### config.mk
export PLATFORM = sky130hd
export DESIGN_NAME = health_tracker
export DESIGN_NICKNAME = d
export VERILOG_FILES = /design/src/rtl/health_tracker.sv
export SDC_FILE = /design/constraint.sdc
export NUM_CORES = 1
export LEC_CHECK = 0
export CAP_MARGIN = 20
export CORE_ASPECT_RATIO = 1.5
export CORE_MARGIN = 2
export CORE_UTILIZATION = 35
export DETAILED_ROUTE_END_ITERATION = 10
export HOLD_SLACK_MARGIN = 0.1
export SLEW_MARGIN = 20
export SYNTH_ARGS = -nofsm -noshare
export SYNTH_HDL_FRONTEND = slang
export SYNTH_HIERARCHICAL = 1
export SYNTH_SLANG_ARGS = --single-unit
### constraint.sdc
create_clock -name Clk -period 3.8 [get_ports Clk]
set_input_delay 0.76 -clock Clk [delete_from_list [all_inputs] [get_ports Clk]]
set_output_delay 0.76 -clock Clk [all_outputs]
set_load 0.05 [all_outputs]
### src/rtl/health_tracker.sv
// rtl/health_tracker.sv - per-fighter health/invulnerability/death tracker; optional regen via HEALTH_REGEN_EN
// Two identical fighter FSMs (ALIVE/INVULN/DEAD) share the stage inputs; all outputs are registered.

module health_fighter #(
  parameter int MAX_HP       = 100,
  parameter int HP_W         = 7,
  parameter int DMG_W        = 4,
  parameter int IFRAMES      = 30,
  parameter int DEAD_HOLD    = 60,
  parameter int REGEN_PERIOD = 60
) (
  input  logic             Clk,
  input  logic             Reset,
  input  logic             start_l,
  input  logic             game_l,
  input  logic             hit,
  input  logic [DMG_W-1:0] dmg,
  output logic [HP_W-1:0]  hp,
  output logic             dead,
  output logic             iframe
);

  localparam int CNT_MAX = (IFRAMES > DEAD_HOLD) ? IFRAMES : DEAD_HOLD;
  localparam int CNT_W   = $clog2(CNT_MAX + 1);
  localparam int CMP_W   = (HP_W > DMG_W) ? HP_W : DMG_W;
  localparam logic [HP_W-1:0]  FULL_HP   = HP_W'(MAX_HP);
  localparam logic [CNT_W-1:0] IF_LAST   = CNT_W'(IFRAMES - 1);
  localparam logic [CNT_W-1:0] HOLD_LAST = CNT_W'(DEAD_HOLD - 1);

  if (MAX_HP >= (1 << HP_W) || IFRAMES < 1 || DEAD_HOLD < 1 || REGEN_PERIOD < 1) begin : g_bad_cfg
    $error("health_fighter: invalid parameter set");
  end

  typedef enum logic [1:0] {ALIVE, INVULN, DEAD} fsm_t;

  fsm_t             state_q, state_d;
  logic [HP_W-1:0]  hp_q, hp_d;
  logic [CNT_W-1:0] cnt_q, cnt_d;
  logic             dead_q, dead_d;
  logic             iframe_q, iframe_d;
  logic             hit_ok, lethal;

`ifdef HEALTH_REGEN_EN
  localparam int RG_W = $clog2(REGEN_PERIOD + 1);
  localparam logic [RG_W-1:0] RG_LAST = RG_W'(REGEN_PERIOD - 1);
  logic [RG_W-1:0] regen_q, regen_d;
`endif

  assign hit_ok = hit && game_l && (dmg != '0);
  assign lethal = CMP_W'(dmg) >= CMP_W'(hp_q);

  always_comb begin
    state_d  = state_q;
    hp_d     = hp_q;
    cnt_d    = cnt_q;
    dead_d   = dead_q;
    iframe_d = iframe_q;
`ifdef HEALTH_REGEN_EN
    regen_d  = regen_q;
`endif
    if (start_l) begin
      state_d  = ALIVE;
      hp_d     = FULL_HP;
      cnt_d    = '0;
      dead_d   = 1'b0;
      iframe_d = 1'b0;
`ifdef HEALTH_REGEN_EN
      regen_d  = '0;
`endif
    end else begin
      case (state_q)
        ALIVE: begin
          if (hit_ok) begin
            cnt_d = '0;
`ifdef HEALTH_REGEN_EN
            regen_d = '0;
`endif
            if (lethal) begin
              state_d = DEAD;
              hp_d    = '0;
              dead_d  = 1'b1;
            end else begin
              state_d  = INVULN;
              hp_d     = hp_q - HP_W'(dmg);
              iframe_d = 1'b1;
            end
          end
`ifdef HEALTH_REGEN_EN
          else if (game_l && hp_q < FULL_HP) begin
            if (regen_q == RG_LAST) begin
              hp_d    = hp_q + HP_W'(1);
              regen_d = '0;
            end else begin
              regen_d = regen_q + RG_W'(1);
            end
          end
`endif
        end
        INVULN: begin
          if (game_l) begin
            if (cnt_q == IF_LAST) begin
              state_d  = ALIVE;
              cnt_d    = '0;
              iframe_d = 1'b0;
            end else begin
              cnt_d = cnt_q + CNT_W'(1);
            end
          end
        end
        DEAD: begin
          // The hold only runs once the stage has left the fight.
          if (!game_l) begin
            if (cnt_q == HOLD_LAST) begin
              state_d = ALIVE;
              hp_d    = FULL_HP;
              cnt_d   = '0;
              dead_d  = 1'b0;
            end else begin
              cnt_d = cnt_q + CNT_W'(1);
            end
          end
        end
        default: state_d = ALIVE;
      endcase
    end
  end

  always_ff @(posedge Clk) begin
    if (Reset) begin
      state_q  <= ALIVE;
      hp_q     <= FULL_HP;
      cnt_q    <= '0;
      dead_q   <= 1'b0;
      iframe_q <= 1'b0;
`ifdef HEALTH_REGEN_EN
      regen_q  <= '0;
`endif
    end else begin
      state_q  <= state_d;
      hp_q     <= hp_d;
      cnt_q    <= cnt_d;
      dead_q   <= dead_d;
      iframe_q <= iframe_d;
`ifdef HEALTH_REGEN_EN
      regen_q  <= regen_d;
`endif
    end
  end

  assign hp     = hp_q;
  assign dead   = dead_q;
  assign iframe = iframe_q;

endmodule

module health_tracker #(
  parameter int MAX_HP       = 100,
  parameter int HP_W         = 7,
  parameter int DMG_W        = 4,
  parameter int IFRAMES      = 30,
  parameter int DEAD_HOLD    = 60,
  parameter int REGEN_PERIOD = 60
) (
  input  logic             Clk,
  input  logic             Reset,
  input  logic             start_l,
  input  logic             game_l,
  input  logic             player_hit,
  input  logic             npc_hit,
  input  logic [DMG_W-1:0] player_dmg,
  input  logic [DMG_W-1:0] npc_dmg,
  output logic [HP_W-1:0]  player_hp,
  output logic [HP_W-1:0]  npc_hp,
  output logic             Player_Dead,
  output logic             NPC_Dead,
  output logic             player_iframe,
  output logic             npc_iframe
);

  health_fighter #(
    .MAX_HP(MAX_HP), .HP_W(HP_W), .DMG_W(DMG_W),
    .IFRAMES(IFRAMES), .DEAD_HOLD(DEAD_HOLD), .REGEN_PERIOD(REGEN_PERIOD)
  ) u_player (
    .Clk(Clk), .Reset(Reset), .start_l(start_l), .game_l(game_l),
    .hit(player_hit), .dmg(player_dmg),
    .hp(player_hp), .dead(Player_Dead), .iframe(player_iframe)
  );

  health_fighter #(
    .MAX_HP(MAX_HP), .HP_W(HP_W), .DMG_W(DMG_W),
    .IFRAMES(IFRAMES), .DEAD_HOLD(DEAD_HOLD), .REGEN_PERIOD(REGEN_PERIOD)
  ) u_npc (
    .Clk(Clk), .Reset(Reset), .start_l(start_l), .game_l(game_l),
    .hit(npc_hit), .dmg(npc_dmg),
    .hp(npc_hp), .dead(NPC_Dead), .iframe(npc_iframe)
  );

endmodule
==> metrics <==
CP endpoint kind flop; EDFF count, synth 0; Die Y-Extent roughly 110 um; CP Launch Type primary input; Power Density between 200 and 300 mW/mm^2; antenna violations before repair 0; Max-Cap Viols 0; GPL Wtd Cong approximately 0.81; DRT Pass-1 Iters 4; Area Growth Syn to Fin 19.20%; total track usage around 17%; peak fanout along the critical path 14; cell family with most CP delay buffers and inverters; Final min period 2.875 ns; CP max-delay cell clkdlybuf4s50_1; Syn Area/Cell between 8 and 9 um^2; clock tree buffer depth 2; most frequent cell after synthesis dfxtp_1; Core Area ~0.0068 mm^2; Post-Syn Instances a little over 300; post-layout util 42.58%; drt drc 0; Clock Tree Root clkbuf_8; Max rail drop VDD 0.1157 mV; Syn. warnings 6; fraction of registers with async set/reset 0%; Final Hold Viols 0; syn_nets between 300 and 400; Synth Flop Type dfxtp_1; CTS clk-pin slew, worst paths 0.07 ns; Buf/Inv on CP 1; Die Area 0.007642 mm^2; post-synth top area share 28.00%; worst path required time 4.01 ns; HPWL after detailed placement between 4 and 5 mm; Rel. slew slack 53.45%; ANT nets after route 0; vias around 2300; crit path kind primary input to flop; total leakage power 1.073 nW; vias in the first global route about 2200; post-synth top area cell dfxtp_1; routed len/inst 14.61 um; # rows 37; Total Wirelength 5.992 mm; crit path DAT ~3 ns; Nets 369; Post-CTS Resized 0; post-cts hold buffer count 0; worst min path class flop to flop; synth top area cells dfxtp_1, ha_1, nand3_1; first-pass GRT wire length between 10 and 15 mm; cell breakdown of the critical path clkdlybuf4s50_1 -> mux2_2 -> nor3_1 -> o21ai_0 -> o22ai_1; period utilization 75.66%; largest net degree at the start of global routing 23; setup TNS 0 ns; CTS sink cnt 34; clk_lat worst skew around 0.28 ns; Yosys reg bits 34; H-tree depth 2; I/O Pins 32; fmax around 350 MHz; GRT overflow 0; status complete, no violations; Final Skew 0.003071 ns; RSZ-0062 raised after global routing false; Antenna Cells 0; vias per cell ~5.7; TritonCTS Buffers 5; final setup fails 0; CTS tree yes; Cell Area, Synth approximately 0.0024 mm^2; Starting Density 35.72%; die width between 70 and 80 um; Worst Tran Pin Value 0.6930 ns; Final Max Slew Viols 0; sequential share of the synthesized area between 20 and 30%; postcts setup bufs 0; Critical Path Max Stage Delay ~0.8 ns; Port Buf Inserts 31; most frequent cells after synthesis dfxtp_1, nand2_1, inv_1, nand3_1, nor2_1; share of layout cells above drive strength 1 under 10%; synth unique cells 57; Iter 0 DRT Violations between 100 and 150
==> per-stage QoR <==
step | cell area [um^2] | std cells | setup slack (ns) | hold slack (ns) | power [mW]
6_report | 2898 | 410 | 0.9251 | 0.4641 | 0.8115
4_1_cts | 2898 | 410 | 0.9207 | 0.4694 | 0.8268
3_5_place_dp | 2815 | 404 | 0.6382 | 0.4598 | 0.5537
2_1_floorplan | 2431 | 302 | 1.462 | 0.4710 | 0.4975
5_1_grt | 2898 | 410 | 0.7168 | 0.4963 | 0.8604
3_3_place_gp | 2815 | 404 | 0.6872 | 0.4520 | 0.5524
==> layer usage <==
layer | up-vias | GRT usage [%] | wire length [um]
met5 | - | 0 | 0
met4 | 0 | 5.660 | 65
met3 | 8 | 3.507 | 199
met2 | 37 | 31.42 | 3282
met1 | 1093 | 17.38 | 2444
li1 | 1194 | - | -
==> path summary, 6_finish.rpt <==
path / from / endpoint / slack, ns / cells past startpoint
max: game_l / u_player/cnt_q[0] / 0.93 / 5
min: u_player/iframe / u_player/iframe / 0.46 / 2
max reg2reg: u_player/state_q[0] / u_player/cnt_q[0] / 1.51 / 6
min reg2reg: u_player/iframe / u_player/iframe / 0.46 / 2
==> state kept, by name (all words and copies together) (netlist names) <==
register	cells
u_player/hp	7
u_npc/iframe	1
u_player/cnt_q	6
u_npc/cnt_q	6
u_npc/dead	1
u_npc/hp	7
u_player/state_q	2
u_player/dead	1
u_npc/state_q	2
u_player/iframe	1
==> worst reg2reg max path, cell delays in order (launching register included) <==
cell and delay, ns:
dfxtp_1 0.39, inv_1 0.08, ha_1 0.34, mux2_2 0.34, nor3_1 0.54, o21ai_0 0.31, o22ai_1 0.22
==> cell type report <==
type | instances | area [um^2]
Clock buffer | 6 | 82.58
Fill cell | 705 | 3908
Inverter | 22 | 82.58
Multi-Input combinational cell | 237 | 1629
Sequential cell | 34 | 680.7
Tap cell | 78 | 97.59
Timing Repair Buffer | 33 | 325.3
==> cells in the final DEF, fill, tap and decap left out, drive strengths merged, types with 2 or more instances in the layout <==
| cell type | instances |
|---|---|
| a211o | 2 |
| a211oi | 2 |
| a21boi | 3 |
| a21oi | 11 |
| a22oi | 2 |
| a31oi | 5 |
| a32o | 2 |
| a32oi | 5 |
| and3 | 6 |
| buf | 2 |
| clkbuf | 6 |
| clkdlybuf4s50 | 31 |
| dfxtp | 34 |
| fa | 2 |
| ha | 20 |
| inv | 22 |
| mux2 | 2 |
| mux2i | 4 |
| nand2 | 26 |
| nand2b | 7 |
| nand3 | 22 |
| nand3b | 6 |
| nand4 | 4 |
| nand4b | 2 |
| nor2 | 23 |
| nor3 | 6 |
| nor4 | 6 |
| o21a | 5 |
| o21ai | 15 |
| o21bai | 2 |
| o22ai | 8 |
| o31ai | 2 |
| o41ai | 8 |
| or2 | 3 |
| or3 | 7 |
| or4 | 7 |
==> where the power goes <==
| group | switching (mW) | internal (mW) |
|---|---|---|
| logic | 0.105 | 0.0684 |
| registers | 0.00852 | 0.364 |
| clock network | 0.126 | 0.140 |
| total | 0.240 | 0.572 |
==> cells by family after synthesis <==
logic type      Yosys count  share of synthesized area (%)
compound gates           80                          23.67
mux                       6                          2.573
xor+xnor                  1                         0.3603
flops                    34                          28.00
simple gates            128                          28.46
fa+ha+maj                22                          11.94
buf+inv                  31                          4.992
Note: power is estimated with default switching activity, not from simulation.
